### src/rtl/memory_arbiter.sv
// memory_arbiter: N-channel round-robin arbiter onto one memory port, one transaction in flight.
// Define MEMORY_ARBITER_BOUNDS_CHECK_EN to reject out-of-range or misaligned requests locally.
module memory_arbiter #(
  parameter int NUM_CHANNELS   = 3,
  parameter int ADDR_WIDTH     = 32,
  parameter int DATA_WIDTH     = 32,
  parameter int MEM_SIZE_BYTES = 65536
) (
  input  logic                                 clock,
  input  logic                                 clear_n,
  input  logic [NUM_CHANNELS-1:0]              ch_req_valid,
  input  logic [NUM_CHANNELS*ADDR_WIDTH-1:0]   ch_req_address,
  input  logic [NUM_CHANNELS-1:0]              ch_req_write,
  input  logic [NUM_CHANNELS*DATA_WIDTH-1:0]   ch_req_write_data,
  output logic [NUM_CHANNELS-1:0]              ch_req_ready,
  output logic [NUM_CHANNELS-1:0]              ch_rsp_valid,
  output logic                                 ch_rsp_error,
  output logic [DATA_WIDTH-1:0]                ch_rsp_read_data,
  input  logic [NUM_CHANNELS-1:0]              ch_rsp_ready,
  output logic                                 mem_req_valid,
  output logic [ADDR_WIDTH-1:0]                mem_req_address,
  output logic                                 mem_req_write,
  output logic [DATA_WIDTH-1:0]                mem_req_write_data,
  input  logic                                 mem_req_ready,
  input  logic                                 mem_rsp_valid,
  input  logic                                 mem_rsp_error,
  input  logic [DATA_WIDTH-1:0]                mem_rsp_read_data,
  output logic                                 busy,
  output logic [$clog2(NUM_CHANNELS)-1:0]      grant_id
);
  localparam int GW    = $clog2(NUM_CHANNELS);
  localparam int BYTES = DATA_WIDTH / 8;
`ifdef MEMORY_ARBITER_BOUNDS_CHECK_EN
  localparam bit BOUNDS_CHECK = 1'b1;
`else
  localparam bit BOUNDS_CHECK = 1'b0;
`endif

  typedef enum logic [1:0] {IDLE, ISSUE, WAIT, RESPOND} state_t;

  state_t                  r_state;
  logic [GW-1:0]           r_rr_ptr;
  logic [GW-1:0]           r_grant_id;
  logic [ADDR_WIDTH-1:0]   r_addr;
  logic                    r_write;
  logic [DATA_WIDTH-1:0]   r_wdata;
  logic                    r_mem_valid;
  logic [NUM_CHANNELS-1:0] r_rsp_valid;
  logic                    r_rsp_error;
  logic [DATA_WIDTH-1:0]   r_rsp_data;

  logic [GW-1:0]           w_grant;
  logic [GW-1:0]           w_next_ptr;
  logic                    w_any;
  logic                    w_reject;
  logic [ADDR_WIDTH-1:0]   w_addr;
  logic [NUM_CHANNELS-1:0] w_grant_oh;

  function automatic logic [GW-1:0] rr_idx(input logic [GW-1:0] base, input int k);
    int j;
    j = int'(base) + k;
    return GW'(j >= NUM_CHANNELS ? j - NUM_CHANNELS : j);
  endfunction

  // Scan from the farthest offset down so the channel nearest rr_ptr wins.
  always_comb begin
    w_any   = 1'b0;
    w_grant = '0;
    for (int k = NUM_CHANNELS - 1; k >= 0; k--) begin
      if (ch_req_valid[rr_idx(r_rr_ptr, k)]) begin
        w_any   = 1'b1;
        w_grant = rr_idx(r_rr_ptr, k);
      end
    end
  end

  assign w_next_ptr = (w_grant == GW'(NUM_CHANNELS - 1)) ? '0 : w_grant + 1'b1;
  assign w_addr     = ch_req_address[w_grant*ADDR_WIDTH +: ADDR_WIDTH];
  assign w_grant_oh = NUM_CHANNELS'(1) << w_grant;
  assign w_reject   = BOUNDS_CHECK && ((64'(w_addr) >= 64'(MEM_SIZE_BYTES)) ||
                                       ((w_addr & ADDR_WIDTH'(BYTES - 1)) != '0));

  assign ch_req_ready       = (r_state == IDLE && w_any) ? w_grant_oh : '0;
  assign ch_rsp_valid       = r_rsp_valid;
  assign ch_rsp_error       = r_rsp_error;
  assign ch_rsp_read_data   = r_rsp_data;
  assign mem_req_valid      = r_mem_valid;
  assign mem_req_address    = r_addr;
  assign mem_req_write      = r_write;
  assign mem_req_write_data = r_wdata;
  assign busy               = r_state != IDLE;
  assign grant_id           = r_grant_id;

  always_ff @(posedge clock or negedge clear_n) begin
    if (!clear_n) begin
      r_state     <= IDLE;
      r_rr_ptr    <= '0;
      r_grant_id  <= '0;
      r_addr      <= '0;
      r_write     <= 1'b0;
      r_wdata     <= '0;
      r_mem_valid <= 1'b0;
      r_rsp_valid <= '0;
      r_rsp_error <= 1'b0;
      r_rsp_data  <= '0;
    end else begin
      case (r_state)
        IDLE: if (w_any) begin
          r_grant_id  <= w_grant;
          r_rr_ptr    <= w_next_ptr;
          r_addr      <= w_addr;
          r_write     <= ch_req_write[w_grant];
          r_wdata     <= ch_req_write_data[w_grant*DATA_WIDTH +: DATA_WIDTH];
          r_rsp_error <= w_reject;
          r_rsp_data  <= '0;
          r_rsp_valid <= w_reject ? w_grant_oh : '0;
          r_mem_valid <= !w_reject;
          r_state     <= w_reject ? RESPOND : ISSUE;
        end
        ISSUE: if (mem_req_ready) begin
          r_mem_valid <= 1'b0;
          r_state     <= WAIT;
        end
        WAIT: if (mem_rsp_valid) begin
          r_rsp_error <= mem_rsp_error;
          r_rsp_data  <= r_write ? '0 : mem_rsp_read_data;
          r_rsp_valid <= NUM_CHANNELS'(1) << r_grant_id;
          r_state     <= RESPOND;
        end
        RESPOND: if (ch_rsp_ready[r_grant_id]) begin
          r_rsp_valid <= '0;
          r_state     <= IDLE;
        end
      endcase
    end
  end
endmodule
### config.mk
export PLATFORM = sky130hd
export DESIGN_NAME = memory_arbiter
export DESIGN_NICKNAME = d
export VERILOG_FILES = /design/src/rtl/memory_arbiter.sv
export SDC_FILE = /design/constraint.sdc
export NUM_CORES = 1
export LEC_CHECK = 0
export ABC_CLOCK_PERIOD_IN_PS = 2600
export BUFFER_PORTS_ARGS = -buffer_cell sky130_fd_sc_hd__clkbuf_2
export CORE_MARGIN = 4
export CORE_UTILIZATION = 40
export CTS_CLUSTER_SIZE = 25
export DETAILED_ROUTE_END_ITERATION = 16
export PLACE_DENSITY = 0.7
export SLEW_MARGIN = 20
export SYNTH_ARGS = -nofsm -noshare
export SYNTH_HDL_FRONTEND = slang
export SYNTH_SLANG_ARGS = --single-unit
### constraint.sdc
create_clock -name clock -period 2.6 [get_ports clock]
set_input_delay 0.52 -clock clock [delete_from_list [all_inputs] [get_ports clock]]
set_output_delay 0.52 -clock clock [all_outputs]
set_load 0.01 [all_outputs]
**Word level (Yosys, flattened, before mapping)**

Index checks and enable logic that the tools add are counted.

- Add/subtract/negate cells: 6
- Multiply operators: 0
- Divide/modulo/power cells: 0
- $lt $le $gt $ge: 8
- Equal/unequal tests: 8
- Shifts and indexed selects: 4
- Muxes and demuxes: 40
- Bitwise logic cells: 0
- Reduce and logical (&&, ||, !) cells: 11

Operator list:

| cell | count |
|---|---|
| 96-bit by 8-bit indexed part select with 32-bit output | 2 |
| 32-bit 2-to-1 mux | 3 |
| 32-bit case mux with 2 select lines | 1 |
| 2-bit 2-to-1 mux | 11 |
| 2-bit by 3-bit less-than comparator with 1-bit output, second input constant | 5 |
| 1-bit 2-to-1 mux | 12 |
| 3-bit 2-to-1 mux | 4 |
| 1-bit binary-select mux with 2-bit select | 5 |
| 3-bit case mux with 3 select lines | 1 |
| 2-bit != test, second input constant | 4 |
| 2-bit case mux with 4 select lines | 1 |
| 4-bit AND reduction | 2 |
| 2-bit equality test, second input constant | 3 |
| 3-bit by 2-bit >= comparator with 1-bit output, second input constant | 2 |
| 3-bit AND reduction | 2 |
| 2-bit nonzero test | 3 |
| 1-bit by 2-bit left shift with 3-bit output, first input constant | 2 |
| 2-bit subtractor, second input constant | 3 |
| 1-bit case mux with 2 select lines | 2 |
| 2-bit by 1-bit adder with 3-bit output, second input constant | 1 |
| 2-bit by 2-bit adder with 3-bit output, second input constant | 1 |
| 3-bit nonzero test | 1 |
| 2-bit by 1-bit adder with 2-bit output, second input constant | 1 |
| 2-bit by 1-bit equality test with 1-bit output, second input constant | 1 |
| other kinds (4) | 4 |

- Register bits: 108
- Latch bits: 0
- Bits in writable memories: 0
- Bits in read-only memories: 0
- Bits of input ports: 238
- Output and inout port bits: 108
- Word-level logic and storage cells: 87
- Memories: 0

**Longest topological paths before layout**

Gate-level depths: netlist of run 1.

- Word-level depth: 10
- Depth in mapped cells: 10
- Depth with buffers taken out: 7

**Least setup slack after synthesis of run 1**

Ideal clock, no wire load.

- Path type: register -> output
- Start point: reg r_rr_ptr[0]
- End point: out ch_req_ready[1]
- Arrival: 2.087 ns
- Required time: 2.080 ns
- Path slack: -0.007 ns
- Cell stages (with the launch flop): 9
- Path buffers: 2
- Cell sequence: dfrtp_1 > inv_1 > ha_1 > clkbuf_1 > nor2b_1 > a2bb2oi_1 > o211a_1 > buf_2 > nor4_1

- Longest elaborated chain between the ends: 10
- Elaborated cells between the ends (all ways): 26
- Classes of those cells: add/sub: 5; order compare: 3; shift: 1; mux: 16; reduce/logical: 1

RTL lines:

| element | RTL line | source |
|---|---|---|
| from (decl) | 42 | `logic [GW-1:0] r_rr_ptr;` |
| from (signal assigned) | 110 | `r_rr_ptr <= w_next_ptr;` |
| 2-bit by 2-bit adder with 3-bit output | 61 | `j = int'(base) + k;` |
| 3-bit by 2-bit >= comparator with 1-bit output or 2-bit subtractor (tied branches) | 62 | `return GW'(j >= NUM_CHANNELS ? j - NUM_CHANNELS : j);` |
| 2-bit 2-to-1 mux | 62 |  |
| 1-bit binary-select mux with 2-bit select | 70 | `if (ch_req_valid[rr_idx(r_rr_ptr, k)]) begin` |
| 1-bit 2-to-1 mux (implied by the code) | 70 |  |
| 2-bit 2-to-1 mux or 1-bit 2-to-1 mux (tied branches) (3 in a row) | 70 |  |
| 1-bit by 2-bit left shift with 3-bit output or 1-bit logical AND (tied branches) | 79, 83 |  |
| 3-bit 2-to-1 mux * | 83 | `assign ch_req_ready = (r_state == IDLE && w_any) ? w_grant_oh : '0;` |
| to (decl) | 15 | `output logic [NUM_CHANNELS-1:0] ch_req_ready,` |

Every way passes the cells marked *; elsewhere a longest branch is shown, timed or not. The select of a mux whose other input is x is not followed.

**Worst setup path in the final report of run 1**

Same ends and word-level chain as after synthesis.

==> run metrics, run 1 <==
Worst slew margin 0.4434; fin nets 1532; Area contributors post-synth dfrtp_1 35%, nor4_1 11%, nand2_1 10%; DR vias 8936; CP max-delay cell dfrtp_1; Routed WL 29710 um; Yosys cell types 42; Mapped Nets 1236; crit path kind flip-flop to output pin; Max clock buf depth 2; fillcell total 1751; worst clock skew 5.917 ps; gpl congestion 0.8676; die width 146.6 um; Via density 5.864; Min-Delay Path Class primary input to async pin; initial antenna violation count 2; Num CTS Buffers 9; Area growth syn-to-layout 34.63%; # H-tree levels 3; Fin. Hold Viols 0; Least-Margin Pin Slew 835.0 ps; Cell Chain, Critical Path inv_1, ha_4, buf_4, nand3b_1, o21ai_4, nor3_2, nor4_4, clkbuf_8; unrepaired setup endpoints after global routing yes; GR Overflow Total 0; Pre-antenna DRT Iters 5; drt wl/cell 19.50 um; post-route cell area 0.01034 mm2; hold_buf cts 0; Worst R2R End ch_rsp_read_data[4]; CP Capture Point ch_req_ready[1]; period utilization 1.069; Post-DP Area 0.009686 mm2; Max stage delay on crit path 400 ps; Syn. warnings 0; crit end category output pin; worst slack, placed -112.9 ps; beginning of the critical path r_rr_ptr[0]; leakage power total 5.140 nW; I/O Buffers 345; fmax 0.3597 GHz; Seq/Total Area, Yosys 0.3518; TNS Setup -423.1 ps; Min Clock Period, post-route 2780 ps; I/O pins 346; vias in the first global route 8662; area of the multi-input gates 0.004703 mm2; post-route ant nets 0; final-report max-slew violation count 0; layout cells sized above 1 0.3442; clock-pin slew on the worst setup and hold paths 80 ps; CTS tree done; Final Non-Filler Cells 1524; R2R Setup Slk 70 ps; FF-to-FF path depth 11; later-pin clock latency in the skew report 360 ps; Max VDD drop 0.9319 mV; clock sinks 108; placed cells 1491; row cnt 50; DP HPWL 19900 um; initial core utilization 0.4093; failing checks negative setup slack; # setup viols final 3; PD cells 1249 mW/mm2; share of the synthesized area in the top cell type 0.3518; Post-Syn Area 0.007681 mm2; DIE AREA 0.02148 mm2; outcome finished with violations; global-route wire length before repair 46800 um; syn_area_per_cell 7.767 um2; CP required 2080 ps; Arr. time, crit path 2260 ps; Setup crit start kind flip-flop; Die Height 146.6 um; clk root buf clkbuf_16; worst reg2reg startpoint r_rr_ptr[0]; final worst setup slack -179.8 ps; Seq cells post-synth 108; drt drc 0; Iter 0 DRT Violations 712; # diodes 0; crit-path max FO 7; sequential cell area 0.002704 mm2; max_cap viols 0; total global-route track usage 0.2641; pin count of the biggest net entering global routing 109; cell taking the most area after synthesis dfrtp_1; Core Box Area 0.01877 mm2; Post-Syn Instances 989
==> layout make-up <==
cell class	count	share of cell area
inverters	7	0.002541
multi-input cells	766	0.4548
repair buffers	393	0.2227
clock inverters	7	0.008348
well taps	234	0.02831
flip-flops and latches	108	0.2615
clock buffers	9	0.02178
==> power by group <==
| part | internal (W) | switching [W] | total (W) | leakage [nW] |
|---|---|---|---|---|
| Sequential | 0.00252 | 0.000527 | 0.00304 | 1.38 |
| Clock | 0.000698 | 0.000772 | 0.00147 | 0.151 |
| Combinational | 0.00342 | 0.00499 | 0.00841 | 3.61 |
==> registers in the layout, summed over array words and instances (netlist names) <==
signal,cells
ch_rsp_error,1
mem_req_write,1
ch_rsp_valid,3
grant_id,2
r_rr_ptr,2
r_state,2
mem_req_valid,1
mem_req_address,32
ch_rsp_read_data,32
mem_req_write_data,32
==> cell families after synthesis <==
logic type	Yosys count	share of synthesized area
and+or+nand+nor	433	0.2641
AOI/OAI and AO/OA	250	0.2093
buffers and inverters	116	0.06418
DFF	108	0.3518
muxes	73	0.09594
adders and majority gates	9	0.01466
==> synth_stat cells <==
cell type    n
nor2_1      72
mux2i_1     68
and2_1       2
inv_1        7
nor2b_1      3
a32oi_2      1
or3_1        2
nand2b_1     3
nor3_1       4
a21oi_1      1
nand3b_1     3
clkbuf_1    77
buf_6        3
mux2_2       5
buf_1        5
nand2_1    204
nand4b_1     2
and3_1       1
o21ai_1     34
a22o_1      32
a211oi_1    66
a2bb2oi_1    1
o31a_1       1
a21o_1       3
nand4_1      1
a21boi_2     1
nor4_1     131
o211ai_1     3
o21a_1       1
buf_2       22
nor3_2       2
o21ai_0    100
nor3b_1      1
dfrtp_1    108
nand3_1      2
o21ai_2      2
buf_4        2
o211a_1      1
ha_1         9
a31oi_1      1
a21bo_2      1
a221oi_2     1
==> critical path: cells and delay by family (launching register included) <==
kind / cells / cell delay (ps)
fa+ha+maj: 1 / 210
compound gates: 1 / 170
simple gates: 3 / 620
buf+inv: 3 / 500
flops: 1 / 400
==> stage by stage <==
stage | utilization | hold WS [ps] | power (W)
after CTS | 0.5399 | 269.1 | 0.01262
after global placement | 0.5161 | 463.1 | 0.01075
after global routing | 0.5510 | 289.8 | 0.01387
after detailed placement | 0.5161 | 472.8 | 0.01091
final | 0.5510 | 242.1 | 0.01292
after floorplan | - | 224.4 | 0.008113
==> layer usage <==
layer  up-vias  track usage  routed length (um)
met3        53      0.06238                2428
met4         4      0.08608                 716
met2       440       0.4422               14650
met5         -            0                  40
li1       4210            -                   -
met1      4229       0.3372               11870
==> how the worst min path moves through the flow <==
| stage | to | cells after the start |
|---|---|---|
| floorplan | ch_rsp_error | 0 |
| global placement | mem_req_address[28] | 2 |
| detailed placement | mem_req_write_data[12] | 2 |
| CTS | mem_req_address[3] | 2 |
| global route | mem_req_address[3] | 2 |
| finish | mem_req_address[3] | 2 |
==> cells in the final DEF, fill, tap and decap left out, types with 7 or more instances in the layout <==
master | Yosys | routed
buf_12 | 0 | 13
buf_6 | 3 | 10
nand2_1 | 204 | 203
clkbuf_16 | 0 | 9
dfrtp_1 | 108 | 107
a211oi_1 | 66 | 66
nor4_1 | 131 | 130
nor2_1 | 72 | 70
a22o_1 | 32 | 32
mux2i_1 | 68 | 67
o21ai_1 | 34 | 34
buf_4 | 2 | 28
inv_1 | 7 | 7
o21ai_0 | 100 | 100
clkbuf_2 | 0 | 341
==> what timing repair did <==
| action | CTS | global route |
|---|---|---|
| cloned | 1 | 0 |
| setup endpoints to repair | 35 | 87 |
| gates resized for setup | 16 | 26 |
| buffers inserted | 7 | 9 |
| pin swaps | 7 | 8 |
Power figures use the tool's default switching activity.
==> inputs of run 2 (changes only) <==
--- a/config.mk
+++ b/config.mk
@@ -8,10 +8,10 @@
 export ABC_CLOCK_PERIOD_IN_PS = 2600
 export BUFFER_PORTS_ARGS = -buffer_cell sky130_fd_sc_hd__clkbuf_2
 export CORE_MARGIN = 4
-export CORE_UTILIZATION = 40
+export CORE_UTILIZATION = 48
 export CTS_CLUSTER_SIZE = 25
 export DETAILED_ROUTE_END_ITERATION = 16
-export PLACE_DENSITY = 0.7
+export PLACE_DENSITY = 0.81
 export SLEW_MARGIN = 20
 export SYNTH_ARGS = -nofsm -noshare
 export SYNTH_HDL_FRONTEND = slang
==> run metrics, run 2 (synthesis results as in run 1) <==
Setup crit start kind flip-flop (unchanged); crit path kind flip-flop to output pin (unchanged); area of the multi-input gates 0.004686 mm2 (was 0.004703 mm2); fin nets 1538 (was 1532); placed cells 1466 (was 1491); clock sinks 108 (unchanged); Min Clock Period, post-route 2756 ps (was 2780 ps); period utilization 1.060 (was 1.069); crit-path max FO 5 (was 7); Via density 6.123 (was 5.864); later-pin clock latency in the skew report 360 ps (about the same); final-report max-slew violation count 0 (unchanged); max_cap viols 0 (unchanged); worst clock skew 6.119 ps (was 5.917 ps); worst slack, placed -23.42 ps (was -112.9 ps); GR Overflow Total 0 (unchanged); Area growth syn-to-layout 35.15% (was 34.63%); drt wl/cell 19.32 um (was 19.50 um); fmax 0.3629 GHz (was 0.3597 GHz); DIE AREA 0.01809 mm2 (was 0.02148 mm2); gpl congestion 0.8656 (was 0.8676); Num CTS Buffers 9 (unchanged); hold_buf cts 0 (unchanged); Layout Utilization 0.6729 (was 0.5510); drt drc 0 (unchanged); Post-DP Area 0.009629 mm2 (was 0.009686 mm2); pin count of the biggest net entering global routing 89 (was 109); Routed WL 29120 um (was 29710 um); # diodes 0 (unchanged); I/O Buffers 345 (unchanged); Max VDD drop 0.8483 mV (was 0.9319 mV); Iter 0 DRT Violations 744 (was 712); fillcell total 1322 (was 1751); FF-to-FF path depth 12 (was 11); layout cells sized above 1 0.3472 (was 0.3442); Max clock buf depth 2 (unchanged); global-route wire length before repair 44930 um (was 46800 um); DR vias 9228 (was 8936); unrepaired setup endpoints after global routing yes (unchanged); sequential cell area 0.002704 mm2 (unchanged); Arr. time, crit path 2240 ps (was 2260 ps); total global-route track usage 0.3021 (was 0.2641); final hold slack 118.9 ps (was 242.1 ps); Least-Margin Pin Slew 539.2 ps (was 835.0 ps); PD cells 1254 mW/mm2 (was 1249 mW/mm2); Min-Delay Path Class primary input to async pin (unchanged); vias in the first global route 8780 (was 8662); outcome finished with violations (unchanged); leading cell type in the layout, fill and taps excluded clkbuf_2 (unchanged); Net Sw Frac 0.4817 (was 0.4865); Die Height 134.5 um (was 146.6 um); final worst setup slack -155.8 ps (was -179.8 ps); crit end category output pin (unchanged); Worst slew margin 0.6372 (was 0.4434); I/O pins 346 (unchanged); Fin. Hold Viols 0 (unchanged); CP required 2080 ps (about the same); most frequent cells in the layout 342 x clkbuf_2, 203 x nand2_1, 130 x nor4_1, 107 x dfrtp_1, 100 x o21ai_0 (was 341 x clkbuf_2, 203 x nand2_1, 130 x nor4_1, 107 x dfrtp_1, 100 x o21ai_0); DP HPWL 19510 um (was 19900 um); failing checks negative setup slack (unchanged); internal power 0.006746 W (was 0.006633 W); # H-tree levels 3 (unchanged); Clock Power Share 0.111 (was 0.114); clk root buf clkbuf_16 (unchanged); Final Non-Filler Cells 1507 (was 1524); leakage power total 5.184 nW (was 5.140 nW); die width 134.5 um (was 146.6 um); CTS tree done (unchanged); # setup viols final 3 (unchanged); sequential share of power 0.234 (was 0.236); Pre-antenna DRT Iters 7 (was 5); post-route ant nets 0 (unchanged); initial core utilization 0.4979 (was 0.4093); switching power 0.006270 W (was 0.006286 W); clock-pin slew on the worst setup and hold paths 80 ps (about the same); row cnt 45 (was 50); Logic pwr share 0.656 (was 0.651); initial antenna violation count 1 (was 2); Core Box Area 0.01543 mm2 (was 0.01877 mm2); post-route cell area 0.01038 mm2 (was 0.01034 mm2)
run 2: changes by cell type in the layout (fill, tap and decap cells not counted), moves of 2 or more:
| cell | change |
|---|---|
| buf_4 | +4 |
| buf_12 | +2 |
| buf_6 | -2 |
| clkbuf_16 | +2 |
| inv_8 | +2 |
run 2: final cells by class:
type                            instances  area share
Timing Repair Buffer                  399      0.2304
Inverter                                7    0.002531
Multi-Input combinational cell        766      0.4514
Clock inverter                          7    0.008075
Tap cell                              211     0.02543
Sequential cell                       108      0.2605
Clock buffer                            9     0.02169
run 2: power by group through the flow:
stage	Clock (W)	Combinational, W	Sequential (W)
finish	0.00144	0.00853	0.00304
global route	0.00154	0.00923	0.00314
CTS	0.00147	0.00801	0.00302
detailed placement	0	0.00768	0.00303
global placement	0	0.00749	0.00302
floorplan	0	0.00478	0.00333
run 2: metal layers:
metal | wire length [um] | GRT usage
met1 | 11060 | 0.3720
met2 | 14050 | 0.5045
met3 | 2689 | 0.06557
met4 | 1316 | 0.1465
met5 | 11 | 0
run 2: timing repair:
action / 4_1_cts / 5_1_grt
setup endpoints to repair: 35 / 67
pin swaps: 6 / 9
setup buffers: 12 / 11
gates resized for setup: 19 / 20
cloned: 1 / 2
run 2: worst paths after layout:
kind / start / endpoint / slack, ps
min reg2reg: mem_req_address[5] / mem_req_address[5] / 480
min in group clock: mem_rsp_read_data[18] / ch_rsp_read_data[18] / 390
max in group asynchronous: clear_n / mem_req_address[16] / 1780
max: r_rr_ptr[0] / ch_req_ready[1] / -160
min: clear_n / mem_req_address[0] / 120
max reg2reg: r_rr_ptr[0] / ch_rsp_read_data[21] / 60
run 2: worst max-delay path, cell delays in order (launching register included):
cell     delay, ps
dfrtp_1        400
buf_6          130
ha_4           180
buf_12         130
mux2i_4        200
o21ai_4        260
nor3_2         100
nor4_4         290
buf_4          190
run 2: metrics by stage:
stage / total power (W) / setup TNS [ps]
5_1_grt: 0.01391 / -918.7
6_report: 0.01302 / -410.4
2_1_floorplan: 0.008113 / 0
3_3_place_gp: 0.01052 / 0
4_1_cts: 0.01250 / -274.7
3_5_place_dp: 0.01071 / -122.1
==> inputs of run 3 (changes only) <==
--- a/config.mk
+++ b/config.mk
@@ -11,7 +11,7 @@
 export CORE_UTILIZATION = 48
 export CTS_CLUSTER_SIZE = 25
 export DETAILED_ROUTE_END_ITERATION = 16
-export PLACE_DENSITY = 0.81
+export PLACE_DENSITY = 0.91
 export SLEW_MARGIN = 20
 export SYNTH_ARGS = -nofsm -noshare
 export SYNTH_HDL_FRONTEND = slang
==> run metrics, run 3 (synthesis results as in run 1) <==
outcome finished with violations (unchanged); failing checks negative setup slack (unchanged); Min-Delay Path Class primary input to async pin (unchanged); crit end category output pin (unchanged); period utilization 1.081 (was 1.060); Fin. Hold Viols 0 (unchanged); clock-pin slew on the worst setup and hold paths 80 ps (about the same); drt drc 0 (unchanged); leakage power total 5.103 nW (was 5.184 nW); GR Overflow Total 0 (unchanged); vias in the first global route 8758 (was 8780); DP HPWL 19870 um (was 19510 um); # setup viols final 3 (unchanged); worst slack, placed -30.55 ps (was -23.42 ps); final worst setup slack -211.6 ps (was -155.8 ps); hold_buf cts 0 (unchanged); layout cells sized above 1 0.3395 (was 0.3472); Min Clock Period, post-route 2812 ps (was 2756 ps); PD cells 1253 mW/mm2 (was 1254 mW/mm2); I/O pins 346 (unchanged); Least-Margin Pin Slew 649.9 ps (was 539.2 ps); Num CTS Buffers 9 (unchanged); row cnt 45 (unchanged); Core Box Area 0.01543 mm2 (unchanged); pin count of the biggest net entering global routing 109 (was 89); most frequent cells in the layout 342 x clkbuf_2, 203 x nand2_1, 130 x nor4_1, 107 x dfrtp_1, 100 x o21ai_0 (unchanged); crit path kind flip-flop to output pin (unchanged); die width 134.5 um (unchanged); Max VDD drop 0.5699 mV (was 0.8483 mV); initial core utilization 0.4979 (unchanged); fin nets 1529 (was 1538); clk root buf clkbuf_16 (unchanged); TNS Setup -490.9 ps (was -410.4 ps); drt wl/cell 19.23 um (was 19.32 um); Arr. time, crit path 2290 ps (was 2240 ps); final-report max-slew violation count 0 (unchanged); initial antenna violation count 3 (was 1); gpl congestion 0.8775 (was 0.8656); DIE AREA 0.01809 mm2 (unchanged); DR vias 9233 (was 9228); worst clock skew 12.40 ps (was 6.119 ps); Setup crit start kind flip-flop (unchanged); unrepaired setup endpoints after global routing yes (unchanged); leading cell type in the layout, fill and taps excluded clkbuf_2 (unchanged); I/O Buffers 345 (unchanged); crit-path max FO 7 (was 5); Die Height 134.5 um (unchanged); post-route ant nets 0 (unchanged); total global-route track usage 0.2971 (was 0.3021); CTS tree done (unchanged); max_cap viols 0 (unchanged); Iter 0 DRT Violations 861 (was 744); Layout Utilization 0.6600 (was 0.6729); Max clock buf depth 2 (unchanged); Pre-antenna DRT Iters 6 (was 7); clock sinks 108 (unchanged); FF-to-FF path depth 10 (was 12); Via density 6.159 (was 6.123); Worst slew margin 0.5667 (was 0.6372); # H-tree levels 3 (unchanged); Routed WL 28830 um (was 29120 um); fmax 0.3557 GHz (was 0.3629 GHz); fillcell total 1283 (was 1322); Area growth syn-to-layout 32.56% (was 35.15%); later-pin clock latency in the skew report 360 ps (about the same); CP required 2080 ps (about the same); global-route wire length before repair 44190 um (was 44930 um)
==> run 3: cell type report <==
type                            count  area [um2]  area share
Antenna cell                        1       2.502   0.0002458
Clock buffer                        9       225.2     0.02212
Clock inverter                      7       102.6     0.01008
Inverter                            7       26.28    0.002580
Multi-Input combinational cell    765        4633      0.4550
Sequential cell                   108        2704      0.2655
Tap cell                          211       264.0     0.02593
Timing Repair Buffer              391        2225      0.2185
==> run 3: stage by stage <==
stage	std cells	hold WS (ps)	area (um2)	power, W
floorplan	989	224.4	7687	0.008113
global placement	1467	463.5	9587	0.01037
detailed placement	1467	473.6	9587	0.01067
CTS	1492	265.1	10070	0.01248
global route	1499	302.1	10180	0.01361
finish	1499	248.7	10180	0.01276
==> run 3: worst max-delay path, cell delays in order (launching register included) <==
cell and delay, ps:
dfrtp_1 400, buf_6 130, ha_4 190, buf_6 140
buf_6 110, a21oi_4 130, and3_4 220, nor3_2 60
nor4_4 330, buf_2 210
==> run 3: worst paths after layout <==
kind,startpoint,endpoint,slack [ps]
setup / recovery,r_rr_ptr[0],ch_req_ready[1],-210
hold / removal,clear_n,mem_req_address[1],250
setup reg to reg,r_rr_ptr[0],ch_rsp_read_data[13],10
hold reg to reg,mem_req_address[16],mem_req_address[16],490
max in group asynchronous,clear_n,r_rr_ptr[1],1890
min in group clock,mem_rsp_read_data[27],ch_rsp_read_data[27],390
==> run 3: metal layers <==
| layer | GRT usage | vias up | routed length, um |
|---|---|---|---|
| met5 | 0 | - | 34 |
| met4 | 0.1267 | 4 | 1064 |
| met3 | 0.06557 | 86 | 2991 |
| met2 | 0.5106 | 634 | 14070 |
| met1 | 0.3600 | 4305 | 10670 |
| li1 | - | 4204 | - |
==> run 3: report_power, final <==
part           switching, W  total, W  internal [W]
registers          0.000526   0.00304       0.00252
logic               0.00492   0.00820       0.00328
clock network      0.000727   0.00152      0.000789
==> run 3: what timing repair did <==
item / CTS / global route
cloned: 0 / 1
resized for setup: 20 / 12
setup endpoints to repair: 18 / 52
setup buffers: 9 / 5
endpoints found under the hold margin: 0 / 0
pin swaps: 7 / 4
